==> src/rtl/mux12_scan_sequencer.sv <==
// mux12_scan_sequencer: steps a 12:1 selector through enabled channels and assembles a frame word
module mux12_scan_sequencer #(
    parameter int DWELL = 4,
    parameter int CNT_W = 8
) (
    input  logic        i_clk,
    input  logic        i_rst_n,
    input  logic        i_start,
    input  logic        i_stop,
    input  logic        i_continuous,
    input  logic [11:0] i_chan_en,
    input  logic        i_mux_o,
    output logic [3:0]  o_sel,
    output logic        o_busy,
    output logic        o_sample_valid,
    output logic        o_sample_bit,
    output logic [3:0]  o_sample_ch,
    output logic [11:0] o_frame_word,
    output logic        o_frame_done,
    output logic        o_err
);
    typedef enum logic {IDLE, SCAN} state_t;
    state_t           r_state, w_next_state;
    logic [CNT_W-1:0] r_cnt;
    logic [3:0]       r_sel, r_sample_ch;
    logic [11:0]      r_mask, r_accum, r_frame_word;
    logic             r_cont, r_sample_valid, r_sample_bit, r_frame_done, r_err;
    logic [3:0]       w_first_req, w_first_mask, w_next_ch;
    logic             w_has_next, w_go, w_done, w_err;
    logic [11:0]      w_merged;

    // channel search: lowest of the request mask, lowest of the latched mask, next above sel
    always_comb begin
        w_first_req  = 4'd0;
        w_first_mask = 4'd0;
        w_next_ch    = 4'd0;
        w_has_next   = 1'b0;
        for (int i = 11; i >= 0; i--) begin
            if (i_chan_en[i]) w_first_req = 4'(i);
            if (r_mask[i]) w_first_mask = 4'(i);
            if (r_mask[i] && i > int'(r_sel)) begin
                w_next_ch  = 4'(i);
                w_has_next = 1'b1;
            end
        end
    end

    assign w_go     = r_state == IDLE && i_start && !i_stop && |i_chan_en;
    assign w_err    = r_state == IDLE && i_start && !i_stop && ~|i_chan_en;
    assign w_done   = r_state == SCAN && !i_stop && r_cnt == CNT_W'(DWELL - 1);
    assign w_merged = r_accum | (12'(i_mux_o) << r_sel);

    // state register
    always_ff @(posedge i_clk or negedge i_rst_n) begin
        if (!i_rst_n) r_state <= IDLE;
        else          r_state <= w_next_state;
    end

    // next state: stop always wins, a one-shot frame ends on its last channel
    always_comb begin
        w_next_state = r_state;
        if (r_state == IDLE)
            w_next_state = w_go ? SCAN : IDLE;
        else if (i_stop || (w_done && !w_has_next && !r_cont))
            w_next_state = IDLE;
    end

    // datapath: dwell counter, select, accumulation and registered result pulses
    always_ff @(posedge i_clk or negedge i_rst_n) begin
        if (!i_rst_n) begin
            r_cnt          <= '0;
            r_sel          <= 4'd0;
            r_mask         <= 12'd0;
            r_cont         <= 1'b0;
            r_accum        <= 12'd0;
            r_frame_word   <= 12'd0;
            r_sample_valid <= 1'b0;
            r_sample_bit   <= 1'b0;
            r_sample_ch    <= 4'd0;
            r_frame_done   <= 1'b0;
            r_err          <= 1'b0;
        end else begin
            r_sample_valid <= w_done;
            r_frame_done   <= w_done && !w_has_next;
            r_err          <= w_err;
            if (w_done) begin
                r_sample_bit <= i_mux_o;
                r_sample_ch  <= r_sel;
            end
            if (i_stop) begin
                r_cnt   <= '0;
                r_accum <= 12'd0;
            end else if (w_go) begin
                r_mask  <= i_chan_en;
                r_cont  <= i_continuous;
                r_sel   <= w_first_req;
                r_cnt   <= '0;
                r_accum <= 12'd0;
            end else if (r_state == SCAN) begin
                r_cnt <= w_done ? '0 : r_cnt + 1'b1;
                if (w_done && w_has_next) begin
                    r_accum <= w_merged;
                    r_sel   <= w_next_ch;
                end else if (w_done) begin
                    r_frame_word <= w_merged & r_mask;
                    r_accum      <= 12'd0;
                    r_sel        <= r_cont ? w_first_mask : r_sel;
                end
            end
        end
    end

    // outputs
    always_comb begin
        o_sel          = r_sel;
        o_busy         = r_state == SCAN;
        o_sample_valid = r_sample_valid;
        o_sample_bit   = r_sample_bit;
        o_sample_ch    = r_sample_ch;
        o_frame_word   = r_frame_word;
        o_frame_done   = r_frame_done;
        o_err          = r_err;
    end
endmodule
==> config.mk <==
export PLATFORM = sky130hd
export DESIGN_NAME = mux12_scan_sequencer
export DESIGN_NICKNAME = d
export VERILOG_FILES = /design/src/rtl/mux12_scan_sequencer.sv
export SDC_FILE = /design/constraint.sdc
export NUM_CORES = 1
export LEC_CHECK = 0
export ABC_AREA = 1
export CORE_ASPECT_RATIO = 0.6
export CORE_MARGIN = 1
export CORE_UTILIZATION = 59
export DETAILED_ROUTE_END_ITERATION = 10
export PLACE_DENSITY = 0.95
export SYNTH_ARGS = -nofsm -noshare
export SYNTH_HDL_FRONTEND = slang
export SYNTH_SLANG_ARGS = --single-unit
==> constraint.sdc <==
create_clock -name i_clk -period 4.5 [get_ports i_clk]
set_clock_uncertainty 0.1 [all_clocks]
set_input_delay 0.9 -clock i_clk [delete_from_list [all_inputs] [get_ports i_clk]]
set_output_delay 0.9 -clock i_clk [all_outputs]
set_load 0.02 [all_outputs]
==> results of run 1 <==
[synthesized netlist by cell type (all sizes together)]
| master | instances | share of area |
|---|---|---|
| clkbuf | 4 | 0.0049 |
| o22ai | 1 | 0.0020 |
| o31ai | 6 | 0.015 |
| o211ai | 2 | 0.0065 |
| nand3 | 18 | 0.035 |
| o32ai | 1 | 0.0029 |
| o21bai | 1 | 0.0024 |
| dfrtp | 58 | 0.47 |
| xor2 | 1 | 0.0029 |
| nor2 | 34 | 0.054 |
| nor4 | 3 | 0.0082 |
| inv | 54 | 0.067 |
| nor3b | 1 | 0.0024 |
| buf | 5 | 0.011 |
| ha | 1 | 0.0041 |
| a21oi | 22 | 0.036 |
| o21ai | 55 | 0.096 |
| nand2 | 119 | 0.15 |
| nand4 | 1 | 0.0020 |
| a31oi | 3 | 0.0061 |
| clkinv | 1 | 0.0012 |
| nor3 | 8 | 0.015 |
[sequential cells by signal, indices dropped and copies added (netlist names)]
signal          cells
r_cnt               8
r_cont              1
o_sample_ch         4
o_sample_bit        1
r_accum            12
o_frame_word       12
o_sel               4
r_mask             12
o_frame_done        1
o_err               1
o_busy              1
o_sample_valid      1
[kinds of logic after synthesis]
logic type                 Yosys count  share of synthesized area
buffers and inverters               64                    0.08401
and+or+nand+nor                    184                     0.2696
DFF                                 58                     0.4731
adders and majority gates            1                   0.004078
AOI/OAI and AO/OA                   91                     0.1664
xor gates and xnor gates             1                   0.002855
[worst paths after layout]
kind | start | to
max | i_chan_en[4] | r_cnt[0]
min | o_sample_ch[0] | o_sample_ch[0]
max reg2reg | r_cnt[0] | r_cnt[0]
min reg2reg | o_sample_ch[0] | o_sample_ch[0]
max in group asynchronous | i_rst_n | r_mask[10]
min in group asynchronous | i_rst_n | o_frame_word[5]
[metrics by stage]
stage	instance area [um^2]	util	hold WS (ps)	setup slack, ps	power [mW]
floorplan	3068	-	353.8	2270	0.8706
global placement	3521	0.7368	364.4	1215	0.9844
detailed placement	3521	0.7368	368.0	1086	0.9972
CTS	3725	0.7795	386.4	1448	1.485
global route	3725	0.7795	397.6	1158	1.563
finish	3725	0.7795	377.7	1384	1.492
[final cells by class]
type	count	area [um^2]	share of cell area
clock buffer	11	151.4	0.04064
clock inverter	5	52.55	0.01411
sequential	58	1451	0.3897
tap	63	78.83	0.02116
multi-input combinational	277	1359	0.3648
inverter	55	209.0	0.05610
timing repair buffer	43	422.9	0.1135
[worst max-delay path: stages]
cell	delay, ps
clkdlybuf4s50_1	510
inv_1	70
nand3_1	110
nor2_1	50
inv_1	90
nand2_1	90
nand2_2	310
nor2_1	100
nand2_1	360
clkinv_1	380
nand3_1	160
o21ai_0	90
[power by group through the flow]
stage	Sequential, mW	Clock, mW	Combinational, mW
3_3_place_gp	0.629	0	0.355
5_1_grt	0.628	0.519	0.416
6_report	0.624	0.494	0.374
3_5_place_dp	0.630	0	0.367
2_1_floorplan	0.616	0	0.255
4_1_cts	0.621	0.495	0.370
[per-layer routing]
metal	global-route usage	vias to the layer above
met5	0	-
met4	0.09957	0
met3	0.09843	15
met2	0.4449	168
met1	0.4740	1382
li1	-	1390
[cells in the final DEF, fill, tap and decap left out, types with 2 or more instances in the layout]
master and count:
o21ai_2 2, nand2_1 112, o21ai_0 46, o31ai_1 6
dfrtp_1 58, clkinv_2 3, nor4_1 2, nor2_1 28
nor3_1 7, nand2_2 6, a31oi_1 3, nor2_4 2
clkbuf_8 11, a21oi_1 22, inv_2 4, o21ai_1 6
nand3_1 16, clkdlybuf4s50_1 41, nor2_2 3, inv_1 49
==> impl_metrics.py, run 1 <==
metrics = {
    "global_routing": {
        "grt_util_all_layers": 0.3186,
        "grt_pass1_wl_um": 12760,
        "grt_pass1_vias": 2615,
        "grt_max_degree": 59,
        "overflow": 0,
        "antenna_found_initial": 0,
    },
    "finish": {
        "diodes": 0,
        "area_growth_pct": 21.41,
        "fill_cells": 343,
        "drive_gt1_frac": 0.09800,
        "fin_cells": 512,
        "nNetsFinal": 463,
    },
    "drt": {
        "drc": 0,
        "firstDrtPassIters": 5,
        "drtIter0Drc": 281,
        "met2_length_um": 3339,
        "vias_per_cell": 5.771,
        "postRouteAntennaNets": 0,
        "wl_um": 7966,
        "met1_length_um": 3713,
        "top_layer": "met4",
        "wl_per_cell_um": 15.56,
        "num_vias": 2955,
        "routed-wl-met3_um": 777,
    },
    "placement": {
        "portBuffers": 42,
        "place.gp.congestion": 0.9302,
        "dp.final_hpwl_um": 5798,
        "placed_cells": 496,
    },
    "timing": {
        "finalCriticalPeriod_ps": 3116,
        "period_share": 0.6925,
        "fmax_mhz": 320.9,
        "maxSlewHeadroom": 0.5110,
        "finalSetupViolCount": 0,
        "drv_slew": 0,
        "tns_ps": 0,
        "tightest_slew_ps": 725.8,
        "hold_viol": 0,
        "rsz0062_at_grt": "false",
    },
    "floorplanning": {
        "initial_core_util": 0.6421,
        "pin_count": 43,
        "core_area_um2": 4778,
        "dieWidth_um": 95.10,
        "rows": 19,
        "die_height_um": 57.86,
        "die_area_um2": 5502,
    },
    "synth": {
        "synth_warnings": 0,
        "syn-num-nets": 418,
        "syn_area_per_cell_um2": 7.689,
        "ys_ff_latch": 58,
        "synth.distinct_cells": 39,
        "synthesis.area_um2": 3068,
        "synth_cells": 399,
        "seq_area_frac_synth": 0.4731,
    },
    "setup_path": {
        "arrival_ps": 3230,
        "critPathRequiredTime_ps": 4610,
        "crit_type": "in2reg",
        "cp-start-kind": "input pin",
        "worstSetupEndpointType": "register",
        "reg2reg_slack_ps": 1910,
        "reg2reg_depth": 8,
        "crit_fanout": 26,
    },
    "clocking": {
        "cts_inserted_buffers": 9,
        "cts_hold_buf": 0,
        "clock_latency_ps": 340,
        "cts_root_buf": "clkbuf_8",
        "h-tree-depth": 3,
        "cts_buffer_depth": 2,
        "postCtsSetupBuffers": 0,
        "clock-sinks": 58,
        "post_cts_resized": 0,
        "clk_pin_slew_ps": 70,
        "cts_tree": "yes",
    },
    "pwr": {
        "switching_share": 0.3504,
        "vdd_drop_max_mv": 0.2549,
        "p_leak_nw": 1.706,
        "p_int_uw": 969.3,
        "combPwrFrac": 0.251,
        "p_seq_frac": 0.418,
        "pwr_density_cell_nw_per_um2": 400.6,
        "clkPwrFrac": 0.331,
        "p_sw_uw": 522.8,
    },
    "hold_path": {
        "min_path_cells": 2,
        "hold_path_class": "reg2reg",
    },
    "outcome": {
        "status": "finished clean",
    },
    "job": {
        "maxCapViolCount": 0,
    },
}
No activity file was read; power rests on OpenSTA's default activity.
==> run 2, diff against run 1 <==
CORE_UTILIZATION = 49   (was 59)
PLACE_DENSITY = 0.87   (was 0.95)
clock period = 2.6 ns   (was 4.5 ns; I/O delays follow)
==> impl_metrics.py, run 2 (same netlist as run 1, synthesis figures left out) <==
metrics = {
    "hold_path": {
        "hold_path_class": "in2async",
    },
    "placement": {
        "dp.final_hpwl_um": 5878,
        "portBuffers": 42,
        "place.gp.congestion": 0.9107,
        "placed_cells": 521,
    },
    "floorplanning": {
        "rows": 21,
        "die_height_um": 63.29,
        "dieWidth_um": 104.2,
        "pin_count": 43,
        "die_area_um2": 6592,
        "initial_core_util": 0.5283,
        "core_area_um2": 5807,
    },
    "timing": {
        "hold_viol": 0,
        "drv_slew": 0,
        "period_share": 0.9098,
        "finalCriticalPeriod_ps": 2365,
        "tns_ps": 0,
        "tightest_slew_ps": 435.4,
        "maxSlewHeadroom": 0.7073,
        "finalSetupViolCount": 0,
        "fmax_mhz": 422.8,
        "rsz0062_at_grt": "false",
    },
    "global_routing": {
        "grt_pass1_wl_um": 12520,
        "grt_util_all_layers": 0.2518,
        "antenna_found_initial": 0,
        "overflow": 0,
        "grt_max_degree": 26,
        "grt_pass1_vias": 2589,
    },
    "setup_path": {
        "r2r_start": "o_sel[1]",
        "cp-start-kind": "register",
        "reg2reg_slack_ps": 230,
        "reg2reg_depth": 11,
        "worstSetupEndpointType": "register",
        "crit_fanout": 25,
        "crit_type": "reg2reg",
        "arrival_ps": 2480,
        "critPathRequiredTime_ps": 2720,
        "r2r-end": "o_busy",
    },
    "finish": {
        "nNetsFinal": 471,
        "layout.cells.most_common": "nand2_1",
        "drive_gt1_frac": 0.1138,
        "layout_common_cells": "112 x nand2_1, 58 x dfrtp_1, 49 x inv_1",
        "diodes": 0,
        "area_growth_pct": 22.96,
        "fin_cells": 537,
    },
    "pwr": {
        "pwr_density_cell_nw_per_um2": 652.5,
        "p_leak_nw": 1.720,
        "vdd_drop_max_mv": 0.4427,
    },
    "job": {
        "maxCapViolCount": 0,
    },
    "clocking": {
        "clock-sinks": 58,
        "clock_latency_ps": 340,
        "h-tree-depth": 3,
        "cts_hold_buf": 0,
        "postCtsSetupBuffers": 0,
        "cts_inserted_buffers": 9,
        "post_cts_resized": 0,
        "cts_tree": "yes",
        "cts_buffer_depth": 2,
        "clk_pin_slew_ps": 70,
        "cts_root_buf": "clkbuf_8",
    },
    "drt": {
        "wl_per_cell_um": 14.25,
        "drc": 0,
        "drtIter0Drc": 355,
        "firstDrtPassIters": 6,
        "vias_per_cell": 5.318,
        "postRouteAntennaNets": 0,
        "wl_um": 7654,
        "num_vias": 2856,
    },
    "outcome": {
        "status": "finished clean",
    },
}
-- run 2: cell count changes in the layout (fill, tap and decap cells not counted), sizes merged --
cell	previous run	this run
clkinv	4	5
clkinvlp	1	3
buf	2	10
bufinv	1	0
clkbuf	11	9
-- run 2: metrics by stage --
stage	total power [mW]	util	cell area [um^2]	hold slack [ps]	worst slack [ps]
6_report	2.462	0.6496	3772	12.13	234.6
5_1_grt	2.593	0.6496	3772	27.34	12.03
4_1_cts	2.455	0.6496	3772	16.68	263.9
3_5_place_dp	1.739	0.6203	3602	372.5	2.322
3_3_place_gp	1.724	0.6203	3602	366.3	145.9
2_1_floorplan	1.507	-	3068	124.4	637.6
-- run 2: per-layer routing --
metal | wire [um] | share of wire | track usage
met5 | 0 | 0 | 0
met4 | 119 | 0.016 | 0.07143
met3 | 848 | 0.11 | 0.09731
met2 | 3041 | 0.40 | 0.3475
met1 | 3646 | 0.48 | 0.3639
-- run 2: worst max path at each step --
stage / to / cells after the start / start
after floorplan: o_frame_word[1] / 13 / o_sel[1]
after global placement: r_cnt[5] / 14 / i_chan_en[7]
after detailed placement: r_cnt[5] / 14 / i_chan_en[6]
after CTS: o_busy / 11 / o_sel[1]
after global routing: o_busy / 11 / o_sel[1]
final: o_busy / 11 / o_sel[1]
-- run 2: cell type report --
class	instances	area [um^2]
fill	510	2034
clock buffer	9	123.9
sequential	58	1451
clock inverter	7	46.29
timing repair buffer	51	483.0
multi-input combinational	277	1359
tap	80	100.1
inverter	55	209.0
-- run 2: power by group --
group / total, mW / internal [mW] / leakage [nW] / switching, mW
Clock: 0.712 / 0.340 / 0.0810 / 0.372
Combinational: 0.677 / 0.230 / 0.864 / 0.447
Sequential: 1.07 / 0.972 / 0.775 / 0.101
Total: 2.46 / 1.54 / 1.72 / 0.919
-- run 2: critical path, cell delays in order (launching register included) --
cell     delay, ps
dfrtp_1        560
nand2_1        210
nand2_1        100
nand2_1         70
nand2_1        100
nand2_1         80
nor2_2         190
nand2_4        110
nor2_8         140
nand3_4        260
o21ai_0        240
o21ai_0        100
==> run 3, diff against run 2 <==
ABC_AREA = unset   (was 1)
CORE_UTILIZATION = 50   (was 49)
GPL_ROUTABILITY_DRIVEN = 0   (was unset)
PLACE_DENSITY = 0.88   (was 0.87)
==> impl_metrics.py, run 3 <==
metrics = {
    "timing": {
        "hold_viol": 0,
        "drv_slew": 0,
        "finalSetupViolCount": 0,
        "tightest_slew_ps": 417.3,
        "finalCriticalPeriod_ps": 2478,
        "maxSlewHeadroom": 0.7193,
        "rsz0062_at_grt": "false",
        "fmax_mhz": 403.6,
        "period_share": 0.9529,
        "setup_slack_ps": 122.5,
    },
    "setup_path": {
        "crit_chain": "or4b_1 -> o21ai_0 -> or2b_1 -> o41ai_4 -> buf_4 -> a32oi_1 -> o31ai_1",
        "crit_fanout": 12,
        "cp-start-kind": "register",
        "startpoint": "o_sel[1]",
        "crit_type": "reg2reg",
        "crit_buf_inv": 1,
        "max_stage_delay_ps": 580,
        "r2r_start": "o_sel[1]",
        "cp_slowest_cell": "or4b_1",
        "crit_family": "simple AND/OR/NAND/NOR gates",
        "arrival_ps": 2590,
        "worstSetupEndpointType": "register",
        "critPathRequiredTime_ps": 2710,
    },
    "synth": {
        "ys_ff_latch": 58,
        "synth_edf_count": 0,
        "synth_ff_type": "dfrtp_1",
        "synthesis.area_um2": 3157,
        "synth_warnings": 0,
        "seq_area_frac_synth": 0.4598,
        "async_reset_ff_frac": 1.000,
        "synth.distinct_cells": 57,
        "yosysMostFrequentCell": "dfrtp_1",
        "netlist.area_leader.share": 0.4598,
        "synth_common_cells": "58 x dfrtp_1, 30 x nand2_1, 30 x nor2_1, 26 x o21ai_0, 21 x inv_1",
        "syn_area_per_cell_um2": 9.367,
        "synth_cells": 337,
        "syn-num-nets": 356,
        "synth_area_leaders": "dfrtp_1 46%, o21ai_0 4.1%, nand2_1 3.6%, nor2_1 3.6%, o2bb2ai_1 3.3%",
        "synth_top_area_cell": "dfrtp_1",
    },
    "clocking": {
        "cts_buffer_depth": 2,
        "cts_inserted_buffers": 9,
        "clock_latency_ps": 350,
        "h-tree-depth": 3,
        "postCtsSetupBuffers": 0,
        "clock-sinks": 58,
        "clk_pin_slew_ps": 70,
        "cts_tree": "yes",
        "cts_root_buf": "clkbuf_8",
    },
    "global_routing": {
        "use_met1": 0.4132,
        "grt_pass1_vias": 2836,
        "grt_max_degree": 32,
        "grtUsageMet2": 0.4098,
        "antenna_found_initial": 0,
        "busiest_layer": "met1",
        "grt_util_all_layers": 0.2894,
        "overflow": 0,
        "grt_pass1_wl_um": 14570,
        "grtUsageMet3": 0.09524,
    },
    "drt": {
        "firstDrtPassIters": 5,
        "drc": 0,
        "wl_um": 8792,
        "drtIter0Drc": 446,
        "vias_per_cell": 6.171,
        "num_vias": 3036,
        "postRouteAntennaNets": 0,
        "wl_per_cell_um": 17.87,
    },
    "floorplanning": {
        "pin_count": 43,
        "core_area_um2": 5833,
        "rows": 21,
        "die_height_um": 63.55,
        "initial_core_util": 0.5412,
        "dieWidth_um": 104.6,
        "die_area_um2": 6646,
    },
    "finish": {
        "fill_cells": 467,
        "area_growth_pct": 29.21,
        "nNetsFinal": 426,
        "post-route-util": 0.6993,
        "fin_cells": 492,
        "drive_gt1_frac": 0.1723,
        "layout.cells.most_common": "dfrtp_1",
        "diodes": 0,
        "layout_common_cells": "57 x dfrtp_1, 41 x clkdlybuf4s50_1, 32 x buf_4",
    },
    "pwr": {
        "pwr_density_cell_nw_per_um2": 677.4,
        "vdd_drop_max_mv": 0.3657,
        "p_leak_nw": 1.844,
    },
    "placement": {
        "pre_cts_ws_ps": -110.2,
        "dp.final_hpwl_um": 6460,
        "portBuffers": 42,
        "placed_cells": 475,
    },
    "hold_path": {
        "hp-start": "o_sample_bit",
        "hold_path_class": "reg2reg",
    },
    "outcome": {
        "status": "finished clean",
    },
    "job": {
        "maxCapViolCount": 0,
    },
}
[run 3: cell count changes after synthesis, moves of 6 or more]
cell,change
o2bb2ai_1,+12
nor3_1,+6
nand2b_1,+8
nand2_2,-6
nand2_1,-82
inv_1,-28
o211ai_1,+9
mux2_2,+9
o21ai_1,-6
a21oi_1,-12
o21ai_0,-20
a21o_1,+6
nor2b_1,+8
[run 3: final cells by class]
cell class	instances	area, um^2	area share
multi-input combinational	239	1519	0.3724
sequential	58	1453	0.3561
timing repair buffer	77	705.7	0.1730
clock buffer	11	141.4	0.03466
tap	80	100.1	0.02454
inverter	22	82.58	0.02025
clock inverter	5	77.57	0.01902
[run 3: power by group]
group          switching [mW]  internal (mW)
clock                   0.374          0.562
sequential              0.132          0.967
combinational           0.408          0.319
[run 3: kinds of logic after synthesis]
logic type / after synthesis / share of synthesized area
AO/OA/AOI/OAI: 96 / 0.2224
XOR/XNOR: 6 / 0.01665
adder cells (fa/ha/maj): 1 / 0.003963
buffers and inverters: 40 / 0.05906
flip-flops: 58 / 0.4598
multiplexers: 10 / 0.03686
AND/OR/NAND/NOR: 126 / 0.2014
[run 3: per-stage QoR]
| step | instance area (um^2) | power (mW) | hold slack, ps | TNS, ps |
|---|---|---|---|---|
| after floorplan | 3157 | 1.509 | 124.4 | 0 |
| after global placement | 3849 | 1.772 | 279.1 | 0 |
| after detailed placement | 3849 | 1.807 | 281.2 | -435.2 |
| after CTS | 4078 | 2.744 | 395.0 | 0 |
| after global routing | 4079 | 2.871 | 418.5 | 0 |
| final | 4079 | 2.763 | 390.8 | 0 |
[run 3: routing by layer]
layer	share of wire	vias up
li1	-	1360
met1	0.43	1459
met2	0.43	198
met3	0.12	19
met4	0.016	0
met5	0	-
[run 3: final timing paths]
path	slack (ps)	end	cells past startpoint
worst max-delay path	120	o_sel[0]	7
worst min-delay path	390	o_sample_bit	2
worst max register to register	120	o_sel[0]	7
worst min register to register	390	o_sample_bit	2
max in group asynchronous	1390	o_sel[0]	3
min in group asynchronous	460	o_frame_done	2
[run 3: tightest hold or removal path, delay by kind of cell, from the launching register on]
| kind | cells | cell delay [ps] |
|---|---|---|
| AND/OR/NAND/NOR | 2 | 100 |
| flip-flops | 1 | 350 |
[run 3: timing repair]
action	4_1_cts	5_1_grt
setup endpoints to repair	0	1
gates resized for setup	0	1
hold buffers	1	0
endpoints found under the hold margin	7	0
